==> src/rtl/branch_resolve_queue.sv <==
// In-order queue of predicted branches. Resolves the oldest entry, reports the
// outcome one cycle later and redirects fetch (discarding wrong-path entries) on a mispredict.
module branch_resolve_queue #(
    parameter  int XLEN      = 32,
    parameter  int DEPTH     = 4,
    parameter  int BR_CTRL_W = 3,
    localparam int CNT_W     = $clog2(DEPTH + 1),
    localparam int PTR_W     = $clog2(DEPTH)
) (
    input  logic                 clk,
    input  logic                 rstN,
    input  logic                 flush,
    input  logic                 enqValid,
    output logic                 enqReady,
    input  logic [XLEN-1:0]      enqPc,
    input  logic                 enqPredTaken,
    input  logic [XLEN-1:0]      enqPredTarget,
    input  logic                 resValid,
    input  logic [BR_CTRL_W-1:0] resCtrl,
    input  logic [XLEN-1:0]      resRs1,
    input  logic [XLEN-1:0]      resRs2,
    input  logic [XLEN-1:0]      resBase,
    input  logic [XLEN-1:0]      resOffset,
    input  logic                 resIsJalr,
    output logic                 redirectValid,
    output logic [XLEN-1:0]      redirectPc,
    output logic                 updValid,
    output logic [XLEN-1:0]      updPc,
    output logic                 updTaken,
    output logic [XLEN-1:0]      updTarget,
    output logic                 updMispredict,
    output logic [CNT_W-1:0]     count,
    output logic                 o_dbg_state
);

    // Handshakes: an enqueue happens on a rising edge where enqValid && enqReady;
    // a resolution is consumed on an edge where resValid is high, the queue is
    // non-empty and the FSM is in RUN. There is no backpressure on resolution.

    localparam logic [BR_CTRL_W-1:0] BR_EQ   = BR_CTRL_W'(0);
    localparam logic [BR_CTRL_W-1:0] BR_NE   = BR_CTRL_W'(1);
    localparam logic [BR_CTRL_W-1:0] BR_LT   = BR_CTRL_W'(2);
    localparam logic [BR_CTRL_W-1:0] BR_GE   = BR_CTRL_W'(3);
    localparam logic [BR_CTRL_W-1:0] BR_LTU  = BR_CTRL_W'(4);
    localparam logic [BR_CTRL_W-1:0] BR_GEU  = BR_CTRL_W'(5);
    localparam logic [BR_CTRL_W-1:0] BR_JUMP = BR_CTRL_W'(6);

    typedef enum logic {
        RUN      = 1'b0,
        REDIRECT = 1'b1
    } state_t;

    state_t r_state;
    state_t w_state_next;

    logic [XLEN-1:0]  r_pc        [DEPTH];
    logic             r_pred_taken[DEPTH];
    logic [XLEN-1:0]  r_pred_tgt  [DEPTH];
    logic [PTR_W-1:0] r_head;
    logic [PTR_W-1:0] r_tail;
    logic [CNT_W-1:0] r_count;

    logic            r_redirect_valid;
    logic [XLEN-1:0] r_redirect_pc;
    logic            r_upd_valid;
    logic [XLEN-1:0] r_upd_pc;
    logic            r_upd_taken;
    logic [XLEN-1:0] r_upd_target;
    logic            r_upd_mispredict;

    logic            w_enq_fire;
    logic            w_res_fire;
    logic            w_taken;
    logic [XLEN-1:0] w_target;
    logic [XLEN-1:0] w_next_pc;
    logic            w_mispredict;

    assign enqReady   = (r_state == RUN) && (r_count < CNT_W'(DEPTH));
    assign w_enq_fire = enqValid && enqReady;
    assign w_res_fire = resValid && (r_count != '0) && (r_state == RUN);

    always_comb begin
        w_taken = 1'b0;
        case (resCtrl)
            BR_EQ:   w_taken = (resRs1 == resRs2);
            BR_NE:   w_taken = (resRs1 != resRs2);
            BR_LT:   w_taken = ($signed(resRs1) < $signed(resRs2));
            BR_GE:   w_taken = !($signed(resRs1) < $signed(resRs2));
            BR_LTU:  w_taken = (resRs1 < resRs2);
            BR_GEU:  w_taken = !(resRs1 < resRs2);
            BR_JUMP: w_taken = 1'b1;
            default: w_taken = 1'b0;
        endcase
    end

    assign w_target     = (resBase + resOffset) & ~{{(XLEN-1){1'b0}}, resIsJalr};
    assign w_next_pc    = w_taken ? w_target : (r_pc[r_head] + XLEN'(4));
    assign w_mispredict = w_res_fire &&
                          ((r_pred_taken[r_head] != w_taken) ||
                           (w_taken && (r_pred_tgt[r_head] != w_target)));

    always_comb begin
        w_state_next = r_state;
        case (r_state)
            RUN:      if (w_mispredict) w_state_next = REDIRECT;
            REDIRECT: w_state_next = RUN;
            default:  w_state_next = RUN;
        endcase
        if (flush) w_state_next = RUN;
    end

    always_ff @(posedge clk or negedge rstN) begin
        if (!rstN) r_state <= RUN;
        else       r_state <= w_state_next;
    end

    // Entry payload needs no reset: occupancy is tracked solely by r_count.
    always_ff @(posedge clk) begin
        if (w_enq_fire && !w_mispredict && !flush) begin
            r_pc[r_tail]         <= enqPc;
            r_pred_taken[r_tail] <= enqPredTaken;
            r_pred_tgt[r_tail]   <= enqPredTarget;
        end
    end

    always_ff @(posedge clk or negedge rstN) begin
        if (!rstN) begin
            r_head           <= '0;
            r_tail           <= '0;
            r_count          <= '0;
            r_redirect_valid <= 1'b0;
            r_redirect_pc    <= '0;
            r_upd_valid      <= 1'b0;
            r_upd_pc         <= '0;
            r_upd_taken      <= 1'b0;
            r_upd_target     <= '0;
            r_upd_mispredict <= 1'b0;
        end else if (flush) begin
            r_head           <= '0;
            r_tail           <= '0;
            r_count          <= '0;
            r_redirect_valid <= 1'b0;
            r_upd_valid      <= 1'b0;
        end else begin
            r_upd_valid      <= w_res_fire;
            r_redirect_valid <= w_mispredict;
            if (w_res_fire) begin
                r_upd_pc         <= r_pc[r_head];
                r_upd_taken      <= w_taken;
                r_upd_target     <= w_target;
                r_upd_mispredict <= w_mispredict;
            end
            if (w_mispredict) r_redirect_pc <= w_next_pc;

            // A mispredict squashes every younger entry, including a same-edge enqueue.
            if (w_mispredict) begin
                r_head  <= '0;
                r_tail  <= '0;
                r_count <= '0;
            end else begin
                if (w_enq_fire) r_tail <= r_tail + PTR_W'(1);
                if (w_res_fire) r_head <= r_head + PTR_W'(1);
                case ({w_enq_fire, w_res_fire})
                    2'b10:   r_count <= r_count + CNT_W'(1);
                    2'b01:   r_count <= r_count - CNT_W'(1);
                    default: r_count <= r_count;
                endcase
            end
        end
    end

    assign redirectValid = r_redirect_valid;
    assign redirectPc    = r_redirect_pc;
    assign updValid      = r_upd_valid;
    assign updPc         = r_upd_pc;
    assign updTaken      = r_upd_taken;
    assign updTarget     = r_upd_target;
    assign updMispredict = r_upd_mispredict;
    assign count         = r_count;
    assign o_dbg_state   = r_state;

endmodule

==> config.mk <==
export PLATFORM = sky130hd
export DESIGN_NAME = branch_resolve_queue
export DESIGN_NICKNAME = d
export VERILOG_FILES = /design/src/rtl/branch_resolve_queue.sv
export SDC_FILE = /design/constraint.sdc
export NUM_CORES = 1
export LEC_CHECK = 0
export CORE_UTILIZATION = 34
export CTS_BUF_LIST = sky130_fd_sc_hd__clkbuf_16
export CTS_CLUSTER_DIAMETER = 200
export DETAILED_ROUTE_END_ITERATION = 16
export REMOVE_ABC_BUFFERS = 1
export SLEW_MARGIN = 20
export SYNTH_ARGS = -nofsm -noshare
export SYNTH_HDL_FRONTEND = slang
export SYNTH_SLANG_ARGS = --single-unit
==> constraint.sdc <==
create_clock -name clk -period 9 [get_ports clk]
set_clock_uncertainty 0.1 [all_clocks]
set_input_delay 2.25 -clock clk [delete_from_list [all_inputs] [get_ports clk]]
set_output_delay 2.25 -clock clk [all_outputs]
set_load 0.01 [all_outputs]
==> results.md <==
* Gpl congestion at 0.887
* Reg area at 10500 um^2
* P_leak at 0.00866 uW
* Tmin final at 7.15 ns
* RSZ-0062 raised after global routing: no
* First-pass GRT wire length at 77.9 mm
* Remaining global-route overflow at 0
* Setup TNS at 0 ns
* Initial drt markers at 782
* CP cell instances: clkdlybuf4s50_1 > ha_1 > inv_1 > fa_1 > nand2b_1 > a21oi_1 > nor2_1 > o2111ai_1 > xor2_1 > nand4_1 > or4_1 > or4_4 > o31ai_4 > o21bai_2 > nor2_4 > buf_12
* Average size of a mapped cell at 13.1 um^2
* Status: finished clean
* Drt first pass iters at 5
* Filler Cell Count at 4773
* Detail Placement HPWL at 38.1 mm
* Multi-input logic area at 7080 um^2
* # setup viols final at 0
* Post-CTS sizing at 0
* Routed Antenna Nets at 0
* Worst EP arrival at 7.24 ns
* CTS Buf Count at 39
* Number of flops mapped to enable cells by yosys at 260
* Async set-reset flop share out of synthesis at 29.3%
* Mapped cell area at 18100 um^2
* Int Power at 3920 uW
* Post-layout net count at 1947
* Critical Path Start Type: input pin
* Ys Warns at 0
* Gate power share at 31.4%
* Reg-to-Reg Start: r_head[0]
* Sw frac at 30.6%
* Synth area leader: edfxtp_1
* NetSw at 1730 uW
* HP Class: reg2reg
* Bufs on Longest Clock Path at 3
* Initial antenna violation count at 6
* CP endpoint: r_pc[0][3]
* Residual DRC at 0
* Library cells used by synthesis at 73
* CTS tree: done
* Clock root buffer: clkbuf_16
* # hold bufs at CTS at 0
* WS Path Type: in2reg
* Clk slew on worst S/H paths at 0.06 ns
* Max VDD drop at 0.151 mV
* Core area at 52600 um^2
* Power per cell area at 245 nW/um^2
* PortBufs at 306
* Worst reg2reg path depth at 12
* Share of total power in sequential cells at 41.0%
* RR Endpoint: r_pc[0][3]
* Critical path required time at 9.09 ns
* DIE AREA at 54000 um^2
* Core Rows at 84
* Synth Flop Type: edfxtp_1
* Seq/Total Area, Yosys at 58.2%
* Pin count of the biggest net entering global routing at 66
* Least-Margin Pin Slew at 1.01 ns
* Wire length per cell at 22.0 um
* R2R Setup Slk at 3.40 ns
* Max Cap Viol at 0
* Post-synth top area share at 43.2%
* Pins Over Slew Limit at 0
* Final Hold Viols at 0
* Synth-to-Final Area Change at 28.0%
* Initial Util at 34.4%
* Gate Count Post-Synth at 1376
* Clock sink count at 368
* Slowest-stage cell, CP: or4_1
* Final Core Density at 44.0%
* Chip width at 232 um
* Most frequent cells after synthesis: edfxtp_1 (260), nand2_1 (206), dfrtp_1 (108)
* Post-Route WL at 52.7 mm
* Setup bufs post-CTS at 0
* Crit-path max FO at 65
* Synth Register Bits at 368
* Final Cycle Share at 79.4%
* Vias at 12324
* Clock network fraction of total power at 27.6%
* Layout cells sized above 1 at 11.5%
* GRT Total Usage at 19.3%
* F_max at 0.140 GHz
* Clk Latency, worst-skew pair at 0.56 ns
* Vias in the first global route at 12701
* Relative slew slack at 31.5%
* Top-count cell post-synth: edfxtp_1
* Worst Setup SP: resBase[0]
* Synth area leaders: edfxtp_1 (43%), dfrtp_1 (15%), mux4_2 (7.9%)
* Worst path max stage delay at 0.52 ns
* Vias per cell at 5.15
* Crit end category: flip-flop
* Die height at 232 um
* Clock H-tree levels at 2
* I/O pin cnt at 307
[logic make-up (layout without fill, tap and decap cells)]
family / Yosys count / after routing / synth area share, %
buffers and inverters: 114 / 443 / 2.85
AND/OR/NAND/NOR: 405 / 405 / 10.2
flip-flops: 368 / 368 / 58.2
AO/OA/AOI/OAI: 217 / 217 / 7.51
multiplexers: 111 / 111 / 11.4
XOR/XNOR: 90 / 90 / 4.83
adder cells (fa/ha/maj): 71 / 71 / 5.00
other: 0 / 1 / 0
[how the worst min path moves through the flow]
| stage | from | end | slack [ns] | cells past startpoint |
|---|---|---|---|---|
| finish | updPc[11] | updPc[11] | 0.38 | 2 |
| global route | updPc[0] | updPc[0] | 0.39 | 2 |
| CTS | updPc[11] | updPc[11] | 0.38 | 2 |
| detailed placement | updPc[23] | updPc[23] | 0.36 | 2 |
| global placement | updPc[0] | updPc[0] | 0.36 | 2 |
| floorplan | updPc[0] | updPc[0] | 0.41 | 2 |
[sequential cells by signal, indices dropped and copies added (netlist names), 2 cells and up]
name and flops:
r_pred_taken 4, r_pred_tgt 128, count 3, r_pc 128
updTarget 32, r_head 2, updPc 32, redirectPc 32
r_tail 2
[per-stage QoR]
step,setup WS (ns),power (uW),cell area [um^2],hold WS (ns),cells
detailed placement,1.21,4130,21900,0.362,2321
global placement,1.09,4120,21900,0.363,2321
global route,1.56,5920,23100,0.393,2393
finish,1.85,5650,23100,0.376,2394
CTS,1.79,5710,23100,0.379,2393
floorplan,0.137,3230,17700,0.414,1313
[metal layers]
layer	track usage (%)	part of all wire (%)	vias up
li1	-	-	5697
met1	24.5	42	6143
met2	33.3	50	379
met3	3.59	6.1	93
met4	5.65	2.5	12
met5	0	0.14	-
[placed cells by master (no fill, tap or decap), types with 4 or more instances in the layout]
cell type and count:
clkinv_2 8, clkdlybuf4s50_1 305, nand2_1 206, nand2b_1 9, xnor2_1 50, nor4_1 7, and3_1 14, nand3_1 19
mux4_2 63, a21oi_1 84, buf_12 4, ha_1 69, mux2i_1 12, mux2_4 28, nor2_1 67, o21ai_1 5
a21o_1 15, xor2_1 34, dfrtp_1 106, o211ai_1 6, nor2_4 5, xnor3_1 5, or2_2 6, inv_1 55
nor2b_1 6, clkbuf_16 39, and2_1 5, o2111ai_1 5, and4_1 10, o21a_1 5, edfxtp_1 260, clkinv_1 13
mux2_2 8, nor3_1 13, o21ai_0 55, buf_4 11, nand4_1 24
[critical path: cells and delay by family]
kind / cells / cell delay [ns]
compound gates: 4 / 1.44
xor+xnor: 1 / 0.25
fa+ha+maj: 2 / 0.57
buf+inv: 3 / 0.86
simple gates: 6 / 1.77
[area by class of cell]
| class | count | share of cell area (%) |
|---|---|---|
| Antenna cell | 1 | 0.0108 |
| Clock buffer | 39 | 4.22 |
| Clock inverter | 33 | 1.15 |
| Inverter | 51 | 0.829 |
| Multi-Input combinational cell | 894 | 30.6 |
| Sequential cell | 368 | 45.5 |
| Tap cell | 688 | 3.73 |
| Timing Repair Buffer | 320 | 13.9 |
[power groups by stage]
stage          registers (uW)  logic, uW  clock network, uW
5_1_grt                  2350       1910               1650
6_report                 2320       1770               1560
4_1_cts                  2330       1800               1590
3_3_place_gp             2350       1770                  0
3_5_place_dp             2350       1780                  0
2_1_floorplan            2430        800                  0
(Power assumes the default switching activity.)
